===== config.mk =====
export PLATFORM = sky130hd
export DESIGN_NAME = period_meter
export DESIGN_NICKNAME = d
export VERILOG_FILES = /design/src/rtl/period_meter.sv
export SDC_FILE = /design/constraint.sdc
export NUM_CORES = 1
export LEC_CHECK = 0
export ABC_CLOCK_PERIOD_IN_PS = 2500
export BUFFER_PORTS_ARGS = -buffer_cell sky130_fd_sc_hd__buf_2
export CORE_ASPECT_RATIO = 1.2
export CORE_UTILIZATION = 57
export DETAILED_ROUTE_END_ITERATION = 8
export PLACE_DENSITY = 0.76
export SYNTH_ARGS = -nofsm -noshare
export SYNTH_HDL_FRONTEND = slang
export SYNTH_SLANG_ARGS = --single-unit
export TNS_END_PERCENT = 50

===== constraint.sdc =====
create_clock -name clk -period 2.5 [get_ports clk]
set_input_delay 0.25 -clock clk [delete_from_list [all_inputs] [get_ports clk]]
set_output_delay 0.25 -clock clk [all_outputs]
set_load 0.01 [all_outputs]

===== src/rtl/period_meter.sv =====
// rtl/period_meter.sv - period of sig_in in clk cycles, reported as a divider value
// Optional four-period averaging is compiled in with `define PERIOD_METER_AVG_EN.
module period_meter #(
  parameter int WIDTH       = 19,
  parameter int SYNC_STAGES = 2
) (
  input  logic             clk,
  input  logic             nrst,
  input  logic             sig_in,
  input  logic             enable,
  output logic [WIDTH-1:0] period,
  output logic             period_valid,
  output logic             timeout,
  output logic             busy
);

  typedef enum logic [1:0] {
    IDLE    = 2'd0,
    ARM     = 2'd1,
    MEASURE = 2'd2
  } state_t;

  localparam logic [WIDTH-1:0] CNT_MAX = '1;

  state_t                 state_q, state_d;
  logic [SYNC_STAGES-1:0] sync_q, sync_d;
  logic                   hist_q, hist_d;
  logic [WIDTH-1:0]       cnt_q, cnt_d;
  logic [WIDTH-1:0]       period_q, period_d;
  logic                   valid_q, valid_d;
  logic                   timeout_q, timeout_d;
  logic                   busy_q, busy_d;
  logic                   rise;
  logic                   done;
  logic                   tmo_evt;

`ifdef PERIOD_METER_AVG_EN
  logic [WIDTH+1:0]       acc_q, acc_d;
  logic [1:0]             acc_n_q, acc_n_d;
  logic [WIDTH+1:0]       sum;
`endif

  assign sync_d = {sync_q[SYNC_STAGES-2:0], sig_in};
  assign hist_d = sync_q[SYNC_STAGES-1];
  assign rise   = sync_q[SYNC_STAGES-1] & ~hist_q;

  always_comb begin
    state_d = state_q;
    cnt_d   = cnt_q;
    done    = 1'b0;
    tmo_evt = 1'b0;
    if (!enable) begin
      state_d = IDLE;
      cnt_d   = '0;
    end else begin
      case (state_q)
        IDLE: begin
          cnt_d   = '0;
          state_d = ARM;
        end
        ARM: begin
          if (rise) begin
            cnt_d   = {{(WIDTH-1){1'b0}}, 1'b1};
            state_d = MEASURE;
          end
        end
        MEASURE: begin
          // A rise on the saturating cycle still counts as a valid period.
          if (rise) begin
            done  = 1'b1;
            cnt_d = {{(WIDTH-1){1'b0}}, 1'b1};
          end else if (cnt_q == CNT_MAX) begin
            tmo_evt = 1'b1;
            cnt_d   = '0;
            state_d = ARM;
          end else begin
            cnt_d = cnt_q + 1'b1;
          end
        end
        default: begin
          cnt_d   = '0;
          state_d = IDLE;
        end
      endcase
    end
    busy_d = (state_d != IDLE);
  end

  always_comb begin
    period_d = period_q;
    valid_d  = 1'b0;
`ifdef PERIOD_METER_AVG_EN
    acc_d   = acc_q;
    acc_n_d = acc_n_q;
    sum     = acc_q + {2'b00, cnt_q};
    if (!enable || tmo_evt) begin
      acc_d   = '0;
      acc_n_d = 2'd0;
    end else if (done) begin
      if (acc_n_q == 2'd3) begin
        period_d = sum[WIDTH+1:2];
        valid_d  = 1'b1;
        acc_d    = '0;
        acc_n_d  = 2'd0;
      end else begin
        acc_d   = sum;
        acc_n_d = acc_n_q + 2'd1;
      end
    end
`else
    if (done) begin
      period_d = cnt_q;
      valid_d  = 1'b1;
    end
`endif
    if (!enable || valid_d) begin
      timeout_d = 1'b0;
    end else if (tmo_evt) begin
      timeout_d = 1'b1;
    end else begin
      timeout_d = timeout_q;
    end
  end

  always_ff @(posedge clk or negedge nrst) begin
    if (!nrst) begin
      state_q   <= IDLE;
      sync_q    <= '0;
      hist_q    <= 1'b0;
      cnt_q     <= '0;
      period_q  <= '0;
      valid_q   <= 1'b0;
      timeout_q <= 1'b0;
      busy_q    <= 1'b0;
`ifdef PERIOD_METER_AVG_EN
      acc_q     <= '0;
      acc_n_q   <= 2'd0;
`endif
    end else begin
      state_q   <= state_d;
      sync_q    <= sync_d;
      hist_q    <= hist_d;
      cnt_q     <= cnt_d;
      period_q  <= period_d;
      valid_q   <= valid_d;
      timeout_q <= timeout_d;
      busy_q    <= busy_d;
`ifdef PERIOD_METER_AVG_EN
      acc_q     <= acc_d;
      acc_n_q   <= acc_n_d;
`endif
    end
  end

  assign period       = period_q;
  assign period_valid = valid_q;
  assign timeout      = timeout_q;
  assign busy         = busy_q;

endmodule

-- After elaboration in Yosys (flattened, before gate mapping)
Cells that the tools add are included.
- bits in registers: 46
- latch bits: 0
- bits in writable memories: 0
- ROM bits: 0
- input bits: 4
- output and inout bits: 22
- logic and storage cells: 40
- memories: 0
- add/sub/neg operators: 1
- multipliers: 0
- divide/modulo/power cells: 0
- order comparisons: 0
- eq/ne operators: 4
- shift operators: 0
- mux-type cells: 20
- bitwise gates (word level): 2
- reduce and logical (&&, ||, !) cells: 5
- operators by type and width (cell ; number):
    two-way mux 19 bit ; 4
    one-hot mux 19 bit (2 select lines) ; 1
    adder 19 x 1 -> 19 bit, second input constant ; 1
    equality test 19 bit, second input constant ; 1
    two-way mux 1 bit ; 10
    two-way mux 2 bit ; 4
    one-hot mux 2 bit (3 select lines) ; 1
    nonzero test 2 bit ; 2
    != test 3 bit, second input constant ; 1
    equality test 2 x 1 -> 1 bit, second input constant ; 1
    equality test 2 bit, second input constant ; 1
    zero test 2 bit ; 1
    bitwise AND 1 bit ; 1
    zero test 1 bit ; 1
    logical OR 1 bit ; 1
    inverter 1 bit ; 1

-- Depth between registers and ports, before layout
Gate-level depths: netlist (run 1).
- depth in word-level cells: 8
- gate-level depth with buffers: 8
- mapped depth without buffers: 7

-- Worst setup path after synthesis (run 1)
Ideal clock, no wire load.
- kind: reg-to-reg
- start point: register state_q[0]
- end point: register cnt_q[9]
- library setup time: 0.069 ns
- arrival time: 1.933 ns
- required time: 2.431 ns
- path slack: 0.498 ns
- stages on the path, launching flop included: 9
- buffers on the path: 2
- clock period less this slack: 2.002 ns
- cell sequence: dfrtp_1 inv_1 ha_1 clkbuf_1 nand4_1 a211o_1 buf_6 or3_1 nand3_1
- cells in the longest elaborated chain, start to end: 3
- elaborated cells on any way between the ends: 5
- those cells by class: eq/ne: 3; mux: 2
- RTL lines (item ; RTL line ; source):
    start: declaration ; 25 ; state_t state_q, state_d;
    start signal: assignment ; 140 ; state_q <= state_d;
    equality test 2 bit or equality test 2 x 1 -> 1 bit (tied branches) ; 56 ; case (state_q)
    one-hot mux 19 bit (2 select lines) ; 56 ;
    two-way mux 19 bit ; 52 ; if (!enable) begin
    end signal: assignment ; 143 ; cnt_q <= cnt_d;
    end: declaration ; 28 ; logic [WIDTH-1:0] cnt_q, cnt_d;
Several ways; a longest one is shown, not always the timed one.
A chain may end at the register's enable or synchronous reset.

-- Final worst setup path (run 1)
- start point: register state_q[0]
- end point: register cnt_q[14]
The elaborated chain is that of the path after synthesis.

==> flow_metrics.env, run 1 <==
export IMPL_p_per_area_mw_per_mm2=552
export IMPL_synth_area_leaders="dfrtp_1, mux2_2, nand2_1"
export IMPL_period_minus_slack_ns=2.20
export IMPL_antenna_found_initial=0
export IMPL_yosys_area_top_type="dfrtp_1"
export IMPL_design_power_total_mw=1.37
export IMPL_critPathRequiredTime_ns=2.74
export IMPL_finalInstanceArea_mm2=0.00249
export IMPL_grt_max_degree=47
export IMPL_startpoint_type="flip-flop"
export IMPL_peakVddDrop_mv=0.423
export IMPL_die_width_um=58.7
export IMPL_yosysTopAreaCellShare_pct=52.4
export IMPL_coreArea_mm2=0.00366
export IMPL_met3_usage_pct=4.63
export IMPL_placed_area_mm2=0.00238
export IMPL_synth_distinct_cells=42
export IMPL_synth_edf_count=0
export IMPL_fin_cells=285
export IMPL_cts_buffers=5
export IMPL_drive_gt1_share_pct=23.6
export IMPL_grt_setup_unrepaired="no"
export IMPL_h_tree_depth=2
export IMPL_worst_pin_slew_ns=0.968
export IMPL_initial_core_util_pct=59.9
export IMPL_gr_usage_met2_pct=38.4
export IMPL_grt_pass1_wl_um=7580
export IMPL_syn_to_final_growth_pct=13.3
export IMPL_ctsLongestPathBuffers=2
export IMPL_crit_fanout=12
export IMPL_overflow=0
export IMPL_nNetsFinal=241
export IMPL_gp_congestion=0.855
export IMPL_rows=24
export IMPL_insertion_delay_ns=0.30
export IMPL_fin_setup_tns_ns=0
export IMPL_fmax_mhz=455
export IMPL_syn_area_per_cell_um2=10.7
export IMPL_worst_slack_ns=0.301
export IMPL_worstSetupPathType="flip-flop to flip-flop"
export IMPL_drt_wl_total_um=4290
export IMPL_synthArstFlopShare_pct=100
export IMPL_synth_most_common_cell="dfrtp_1"
export IMPL_max_stage_delay_ns=0.51
export IMPL_endpoint_kind="flip-flop"
export IMPL_period_share_pct=88.0
export IMPL_cts_resized=0
export IMPL_status="completed"
export IMPL_synth_commonest_cells="dfrtp_1, nand2_1, mux2_2"
export IMPL_hold_ws_ns=0.0516
export IMPL_hold_viol=0
export IMPL_cp_cell_sequence="inv_1 > ha_1 > nand4_1 > a211o_1 > or3_1 > nand3_1"
export IMPL_path_clk_slew_ns=0.08
export IMPL_wire_per_inst_um=15.0
export IMPL_clkSinkCount=46
export IMPL_postSynthCellCount=205
export IMPL_yosysWarningCount=0
export IMPL_yosysSeqAreaShare_pct=52.4
export IMPL_vias=1688
export IMPL_netlist_area_mm2=0.00220
export IMPL_pre_cts_slack_ns=0.358
export IMPL_drtIter0Drc=90
export IMPL_die_h_um=70.0
export IMPL_max_slew_margin_pct=35.5
export IMPL_hold_class="primary input to flip-flop"
export IMPL_grt_pass1_vias=1628
export IMPL_leakagePower_nw=1.29
export IMPL_cts_root_buf="clkbuf_8"
export IMPL_maxCapViolations=0
export IMPL_cts_setup_buffers=0
export IMPL_cts_hold_fix_buffers=0
export IMPL_portBuffers=25
export IMPL_antenna_cells=0
export IMPL_final_max_slew_violation_count=0
export IMPL_place_hpwl_um=3050
export IMPL_drtPass1Iterations=4
export IMPL_fin_skew_ns=0.00837
export IMPL_synthFlopType="dfrtp_1"
export IMPL_cts_tree="done"
export IMPL_syn_nets=214
export IMPL_reg2reg_slack_ns=0.30
export IMPL_drt_vias_per_instance=5.92
export IMPL_cp_slowest_cell="a211o_1"
export IMPL_setup_violations=0
export IMPL_ios=26
export IMPL_grt_usage_pct=23.9
export IMPL_use_met1_pct=32.4
export IMPL_detail_route_antenna_nets=0
export IMPL_detail_route_drc_violations=0
export IMPL_arrival_ns=2.43
export IMPL_die_area_mm2=0.00411
export IMPL_final_util_pct=67.9
export IMPL_dp_cells=277
export IMPL_top_usage_layer="met2"
export IMPL_synth_seq_cells=46
==> cells by family after synthesis <==
kind of cell | count (synthesis) | share of synthesized area, %
compound gates | 41 | 12.0
fa+ha+maj | 5 | 2.85
buf+inv | 16 | 3.42
flops | 46 | 52.4
mux | 18 | 9.23
simple gates | 79 | 20.1
==> worst paths after layout <==
check / end / depth (start not counted) / from
min in group asynchronous: cnt_q[18] / 1 / nrst
min: sync_q[0] / 1 / sig_in
min reg2reg: sync_q[1] / 0 / sync_q[0]
max: cnt_q[14] / 6 / state_q[0]
max in group asynchronous: state_q[0] / 1 / nrst
max reg2reg: cnt_q[14] / 6 / state_q[0]
==> cell type report <==
class	count	area [µm²]
clock buffer	5	68.8
clock inverter	3	43.8
fill	306	1170
inverter	8	30.0
multi-input combinational	143	970
sequential	46	1150
tap	52	65.1
timing repair buffer	28	160
==> worst max-delay path, delay by kind of cell (launching register included) <==
family                   cells  cell delay, ns
flip-flops                   1            0.42
AO/OA/AOI/OAI                1            0.51
adder cells (fa/ha/maj)      1            0.31
buffers and inverters        1            0.10
AND/OR/NAND/NOR              3            0.80
==> flip-flops by register name (all words and copies together) (netlist names) <==
register and count:
sync_q 2, period_valid 1, state_q 2, cnt_q 19
timeout 1, period 19, busy 1, hist_q 1
==> report_power, final <==
| group | internal, mW | switching (mW) | total (mW) |
|---|---|---|---|
| Sequential | 0.751 | 0.00514 | 0.756 |
| Combinational | 0.0199 | 0.0460 | 0.0659 |
| Clock | 0.300 | 0.252 | 0.552 |
==> cell usage in the layout (no fill, tap or decap), drive strengths merged, types with 8 or more instances in the layout <==
master	instances
dfrtp	46
buf	28
nand2	20
mux2	18
o21ai	14
nand3	13
a21o	9
nor2	9
inv	9
a21oi	9
nand4	8
==> routing by layer <==
metal  wire (µm)  vias up
met5           0        -
met4          46        0
met3         188        6
met2        2170       61
met1        1880      829
li1            -      792
Note: power is estimated with default switching activity, not from simulation.
==> run 2, diff against run 1 <==
Settings changed: ABC_CLOCK_PERIOD_IN_PS 2500 to 2200, CTS_CLUSTER_SIZE set to 16.
Clock period 2.5 ns to 2.2 ns, I/O delays scaled along.
==> flow_metrics.env, run 2 (synthesis gave the netlist of run 1 again) <==
export IMPL_h_tree_depth=2
export IMPL_maxCapViolations=0
export IMPL_max_slew_margin_pct=45.4
export IMPL_path_clk_slew_ns=0.09
export IMPL_critPathRequiredTime_ns=2.40
export IMPL_cts_setup_buffers=0
export IMPL_hold_class="primary input to flip-flop"
export IMPL_syn_to_final_growth_pct=15.7
export IMPL_final_max_slew_violation_count=0
export IMPL_fin_setup_tns_ns=0
export IMPL_worst_pin_slew_ns=0.812
export IMPL_detail_route_antenna_nets=0
export IMPL_grt_setup_unrepaired="no"
export IMPL_initial_core_util_pct=59.9
export IMPL_clockPowerShare_pct=40.2
export IMPL_endpoint_kind="flip-flop"
export IMPL_comb_power_share_pct=5.3
export IMPL_internal_power_mw=1.22
export IMPL_ctsLongestPathBuffers=2
export IMPL_cp_cell_sequence="ha_1 > nand3_1 > nor4_4 > nand2_2 > o31a_1 > or2_1"
export IMPL_die_h_um=70.0
export IMPL_antenna_found_initial=0
export IMPL_worstSetupPathType="flip-flop to flip-flop"
export IMPL_crit_family="simple AND/OR/NAND/NOR gates"
export IMPL_multiInputGateArea_um2=975
export IMPL_max_stage_delay_ns=0.44
export IMPL_grt_usage_pct=25.3
export IMPL_vias=1680
export IMPL_drive_gt1_share_pct=25.9
export IMPL_drt_vias_per_instance=5.77
export IMPL_cts_root_buf="clkbuf_8"
export IMPL_path_buf_inv=0
export IMPL_period_minus_slack_ns=2.04
export IMPL_clkSinkCount=46
export IMPL_cts_tree="done"
export IMPL_crit_fanout=6
export IMPL_die_area_mm2=0.00411
export IMPL_netSwitchingFraction_pct=22.5
export IMPL_status="completed"
export IMPL_hold_viol=0
export IMPL_insertion_delay_ns=0.31
export IMPL_placed_area_mm2=0.00241
export IMPL_arrival_ns=2.23
export IMPL_grt_pass1_vias=1764
export IMPL_seq_area_mm2=0.00115
export IMPL_rows=24
export IMPL_cts_buffers=5
export IMPL_die_width_um=58.7
export IMPL_setup_violations=0
export IMPL_finalInstanceArea_mm2=0.00254
export IMPL_coreArea_mm2=0.00366
export IMPL_wire_per_inst_um=15.2
export IMPL_peakVddDrop_mv=0.491
export IMPL_startpoint_type="flip-flop"
export IMPL_overflow=0
export IMPL_fmax_mhz=491
export IMPL_fin_skew_ns=0.0104
export IMPL_drtPass1Iterations=4
export IMPL_gp_congestion=0.837
export IMPL_grt_max_degree=47
export IMPL_nNetsFinal=247
export IMPL_portBuffers=25
export IMPL_detail_route_drc_violations=0
export IMPL_ios=26
export IMPL_p_sw_mw=0.355
export IMPL_antenna_cells=0
export IMPL_drtIter0Drc=79
export IMPL_leakagePower_nw=1.32
export IMPL_cp_slowest_cell="dfrtp_1"
export IMPL_drt_wl_total_um=4420
export IMPL_grt_pass1_wl_um=7910
export IMPL_layout_common_cells="dfrtp_1, buf_2, nand2_1"
export IMPL_period_share_pct=92.6
export IMPL_fillers=289
export IMPL_place_hpwl_um=3090
export IMPL_p_per_area_mw_per_mm2=622
export IMPL_seqPwrFrac_pct=54.5
export IMPL_final_common_cell="dfrtp_1"
[run 2: changes by cell type in the layout (fill, tap and decap cells not counted), sizes merged]
cell         delta
buf             +5
dlygate4sd3     +1
[run 2: worst paths after layout]
path	to	start	depth (start not counted)	slack, ns
worst max-delay path	busy	cnt_q[0]	6	0.16
worst min-delay path	sync_q[0]	sig_in	1	0.02
worst max register to register	busy	cnt_q[0]	6	0.16
worst min register to register	sync_q[1]	sync_q[0]	0	0.36
max in group asynchronous	period[12]	nrst	3	1.57
min in group asynchronous	cnt_q[18]	nrst	3	0.41
[run 2: power groups by stage]
| stage | registers (mW) | clock network, mW | logic, mW |
|---|---|---|---|
| 5_1_grt | 0.862 | 0.681 | 0.0938 |
| 2_1_floorplan | 0.877 | 0 | 0.0392 |
| 3_5_place_dp | 0.877 | 0 | 0.0819 |
| 3_3_place_gp | 0.876 | 0 | 0.0780 |
| 4_1_cts | 0.860 | 0.647 | 0.0839 |
| 6_report | 0.860 | 0.636 | 0.0837 |
[run 2: per-layer routing]
metal	part of all wire [%]	vias up	global-route usage, %	wire, µm
met1	46	824	32.2	2010
met3	3.3	13	6.48	148
met5	0	-	0	0
met2	49	36	39.3	2150
li1	-	807	-	-
met4	2.5	0	12.7	109
[run 2: per-stage QoR]
step / util, % / hold slack (ns) / instances / power (mW) / setup WS [ns]
floorplan: - / -0.0756 / 205 / 0.916 / 0.198
global placement: 65.9 / 0.215 / 282 / 0.954 / 0.255
CTS: 69.2 / 0.0127 / 291 / 1.59 / 0.134
detailed placement: 65.9 / 0.218 / 282 / 0.959 / 0.173
finish: 69.4 / 0.0191 / 291 / 1.58 / 0.163
global route: 69.4 / 0.0135 / 291 / 1.64 / 0.0454
[run 2: layout make-up]
type,count,area share [%]
clock inverters,3,1.72
inverters,8,1.18
multi-input cells,143,38.4
repair buffers,34,8.17
flip-flops and latches,46,45.3
well taps,52,2.56
clock buffers,5,2.71
[run 2: what timing repair did]
action	CTS	global route
hold endpoints to repair	46	0
resized for setup	0	2
setup endpoints to repair	0	5
hold buffers	1	0
